`src/rtl/pp_loop_flow_ctrl.sv`:
```
// Loop-pipeline flow control: start/ready/done handshake between a parent block and its loop body,
// plus a signed 9x8 multiplier. Define PP_LOOP_FLOW_CTRL_MUL_REG_EN to register mul_p (1-cycle latency).
module pp_loop_flow_ctrl (
  input  logic               ap_clk,
  input  logic               ap_rst,
  input  logic               ap_start,
  output logic               ap_ready,
  output logic               ap_done,
  output logic               ap_start_int,
  output logic               ap_loop_init,
  input  logic               ap_ready_int,
  input  logic               ap_loop_exit_ready,
  input  logic               ap_loop_exit_done,
  output logic               ap_continue_int,
  input  logic               ap_done_int,
  input  logic signed [8:0]  mul_a,
  input  logic signed [7:0]  mul_b,
  output logic signed [16:0] mul_p
);

  logic               r_loop_init_q;
  logic               r_done_cache;
  logic signed [16:0] w_a;
  logic signed [16:0] w_b;
  logic signed [16:0] w_prod;
  logic               w_unused;

  // Pipeline-side done is redundant with ap_loop_exit_done; kept only for interface compatibility.
  assign w_unused = ap_done_int;

  assign ap_start_int    = ap_start;
  assign ap_continue_int = 1'b1;
  assign ap_ready        = ap_loop_exit_ready;
  assign ap_loop_init    = r_loop_init_q & ap_start;
  // A live exit or a new start overrides the cached completion.
  assign ap_done         = (ap_loop_exit_done | ap_start) ? ap_loop_exit_done : r_done_cache;

  // Exit re-arms the first-iteration flag even if an iteration is accepted that same cycle.
  always_ff @(posedge ap_clk) begin
    if (ap_rst) begin
      r_loop_init_q <= 1'b1;
      r_done_cache  <= 1'b0;
    end else begin
      if (ap_loop_exit_ready)
        r_loop_init_q <= 1'b1;
      else if (ap_ready_int)
        r_loop_init_q <= 1'b0;
      if (ap_start)
        r_done_cache <= 1'b0;
      else if (ap_loop_exit_done)
        r_done_cache <= 1'b1;
    end
  end

  // Operands sign-extended to the product width; the full-range product fits exactly in 17 bits.
  assign w_a    = {{8{mul_a[8]}}, mul_a};
  assign w_b    = {{9{mul_b[7]}}, mul_b};
  assign w_prod = w_a * w_b;

`ifdef PP_LOOP_FLOW_CTRL_MUL_REG_EN
  logic signed [16:0] r_mul_p;
  always_ff @(posedge ap_clk) begin
    if (ap_rst) r_mul_p <= '0;
    else        r_mul_p <= w_prod;
  end
  assign mul_p = r_mul_p;
`else
  assign mul_p = w_prod;
`endif

endmodule

```
`config.mk`:
```
export PLATFORM = sky130hd
export DESIGN_NAME = pp_loop_flow_ctrl
export DESIGN_NICKNAME = d
export VERILOG_FILES = /design/src/rtl/pp_loop_flow_ctrl.sv
export SDC_FILE = /design/constraint.sdc
export NUM_CORES = 1
export LEC_CHECK = 0
export CELL_PAD_IN_SITES_DETAIL_PLACEMENT = 2
export CELL_PAD_IN_SITES_GLOBAL_PLACEMENT = 2
export CORE_UTILIZATION = 36
export DETAILED_ROUTE_END_ITERATION = 8
export PLACE_DENSITY = 0.95
export REMOVE_ABC_BUFFERS = 1
export SYNTH_ARGS = -nofsm -noshare
export SYNTH_HDL_FRONTEND = slang
export SYNTH_SLANG_ARGS = --single-unit
```
`constraint.sdc`:
```
create_clock -name ap_clk -period 15.2 [get_ports ap_clk]
set_input_delay 2.28 -clock ap_clk [delete_from_list [all_inputs] [get_ports ap_clk]]
set_output_delay 2.28 -clock ap_clk [all_outputs]
set_load 0.01 [all_outputs]
```
==> run_results.csv <==
group,metric,value,unit
run_status,outcome,"finished clean",
timing,drv_slew,0,
synth,syn_area,2860,um^2
synth,synth_top_cells_by_area,"fa_1 43%, ha_1 14%, inv_1 12%",
route,wl_per_cell,19.2,um
setup_path,cp_data_required_time,12.92,ns
setup_path,start_kind,"primary input",
layout,final_common_cell,"inv_1",
route,viasPerCell,5.01,
power_and_ir_drop,powerDensity,194,nW/um^2
layout,num_antenna_cells,0,
synth,synth_warnings,0,
floorplanning,chipWidth,91.1,um
timing,skew,0,ns
synth,synth_seq_cells,2,
synth,synth_cell_types,31,
worst_hold_path,hold-path-endpoint,"r_done_cache",
route,drt_iter0_markers,48,
clocking,cts-root-buf,"clkbuf_8",
timing,fin_crit_sh,64.3,%
grt,gr-total-overflow,0,
setup_path,endpoint_kind,"output port",
floorplanning,die_h,91.1,um
timing,min_period,9.77,ns
grt,track_usage,23.4,%
place,port_buffers,43,
floorplanning,num_io_pins,46,
layout,utilization,44.6,%
worst_hold_path,holdPathStages,2,
clocking,cts_resized,0,
clocking,cts_buffer_depth,2,
clocking,h-tree-depth,1,
layout,most-common-layout-cells,"89 x inv_1, 61 x fa_1, 43 x clkdlybuf4s50_1",
timing,hold-worst-slack,0.521,ns
worst_hold_path,min-delay-start,"r_done_cache",
setup_path,crit_type,"in2out",
worst_hold_path,hold_path_class,"reg2reg",
setup_path,r2r-start,"r_loop_init_q",
synth,yosysSeqAreaShare,1.40,%
setup_path,ff2ff_path_depth,2,
layout,layout.nets,487,
timing,setup_violations,0,
clocking,clock_latency,0.21,ns
route,drc,0,
place,post-dp-hpwl,8140,um
floorplanning,rows,32,
route,num_vias,2361,
timing,rsz0062_at_grt,"false",
floorplanning,die-area,8310,um^2
grt,grt_pass1_vias,2948,
setup_path,cp_data_arrival_time,7.49,ns
grt,grt_max_degree,10,
floorplanning,core_region_area,7690,um^2
grt,gr-max-usage-layer,"met2",
route,dr.pass1.iters,4,
power_and_ir_drop,power,0.664,mW
grt,antenna_found_initial,0,
clocking,cts_tree,"yes",
grt,met2_usage,48.3,%
setup_path,r2r_end,"r_loop_init_q",
grt,grt_pass1_wl,14700,um
clocking,cts_setup_buffers,0,
synth,netlist_instances,329,
timing,hold_viol,0,
clocking,cts.reportedPaths.clkPinSlew,0.03,ns
route,routed_wl,9050,um
clocking,ctsHoldBuffers,0,
floorplanning,start_util,37.2,%
clocking,clock_sinks,2,
clocking,cts_buffers,3,
synth,synth_top_area_share,42.7,%
timing,setup-tns-final,0,ns
layout,drive_gt1_share,2.17,%
power_and_ir_drop,ir_drop,0.244,mV
job,maxCapViolations,0,
place,gp_congestion,0.798,
synth,synth_area_leader_cell,"fa_1",
power_and_ir_drop,p_leak,1.69,nW
setup_path,cp_max_fo,9,
layout,syn_to_final_growth,19.8,%
grt,grt_util_met1,22.9,%
setup_path,r2r_slack,14.58,ns
route,drtAntennaViolNets,0,
grt,use_met3,0.921,%
timing,fmax,102,MHz
synth,synth.avg_cell_area,8.69,um^2
[logic make-up after synthesis]
group	Yosys count	share of synthesized area, %
xor gates and xnor gates	17	5.21
buffers and inverters	96	13.0
other	1	0.131
AOI/OAI and AO/OA	25	6.69
and+or+nand+nor	96	17.3
DFF	2	1.40
adders and majority gates	92	56.3
[power breakdown]
| part | total, mW | internal (mW) | switching (mW) | leakage (nW) |
|---|---|---|---|---|
| clock network | 0.0211 | 0.0168 | 0.00437 | 0.0216 |
| registers | 0.00567 | 0.00555 | 0.000123 | 0.0165 |
| logic | 0.637 | 0.313 | 0.324 | 1.65 |
| total | 0.664 | 0.335 | 0.328 | 1.69 |
[worst max-delay path, stage by stage]
cell and delay, ns:
clkdlybuf4s50_1 0.71, nand2_1 0.21, fa_1 0.68, fa_1 0.55
inv_1 0.06, fa_1 0.50, inv_1 0.07, fa_1 0.48
inv_1 0.04, ha_1 0.37, and3_1 0.21, o211ai_1 0.09
a31oi_1 0.35, o41ai_2 0.14, xnor2_1 0.19, clkdlybuf4s50_1 0.56
[how the worst max path moves through the flow]
stage | start | to | slack (ns) | cells after the start
after floorplan | mul_b[7] | mul_p[11] | 6.98 | 13
after global placement | mul_b[7] | mul_p[15] | 5.59 | 15
after detailed placement | mul_b[7] | mul_p[16] | 5.41 | 15
after CTS | mul_b[7] | mul_p[16] | 5.39 | 15
after global routing | mul_b[2] | mul_p[16] | 5.17 | 16
final | mul_b[2] | mul_p[16] | 5.43 | 16
[flip-flops by register name, indices dropped and copies added (netlist names)]
register       cells
r_done_cache       1
r_loop_init_q      1
[layout make-up]
type,count,area [um^2]
Sequential cell,2,40.0
Inverter,90,338
Multi-Input combinational cell,231,2450
Timing Repair Buffer,43,430
Clock buffer,3,41.3
Fill cell,855,4260
Tap cell,102,128
[Yosys cell counts]
cell,n
a21o_1,2
a21oi_1,7
a21oi_4,1
a31oi_1,3
and2_1,42
and3_1,1
buf_4,3
clkbuf_1,3
clkinv_1,1
conb_1,1
dfxtp_1,2
fa_1,61
ha_1,31
inv_1,89
nand2_1,24
nand2b_1,1
nand3_1,3
nand4_1,1
nor2_1,18
nor2b_4,1
nor3_1,4
o211ai_1,2
o211ai_2,1
o21a_1,1
o21ai_0,3
o21bai_1,2
o41ai_1,1
o41ai_2,2
or4_1,1
xnor2_1,16
xor2_1,1
[layer usage]
| layer | routed length [um] | vias to the layer above |
|---|---|---|
| li1 | - | 1052 |
| met1 | 3000 | 1226 |
| met2 | 5440 | 51 |
| met3 | 121 | 32 |
| met4 | 484 | 0 |
| met5 | 0 | - |
[metrics by stage]
| stage | worst slack (ns) | std cells | cell area (um^2) |
|---|---|---|---|
| final | 5.43 | 471 | 3430 |
| after global routing | 5.17 | 471 | 3430 |
| after CTS | 5.39 | 471 | 3430 |
| after detailed placement | 5.41 | 468 | 3380 |
| after global placement | 5.59 | 468 | 3380 |
| after floorplan | 6.98 | 323 | 2830 |
No activity file was read; power rests on OpenSTA's default activity.
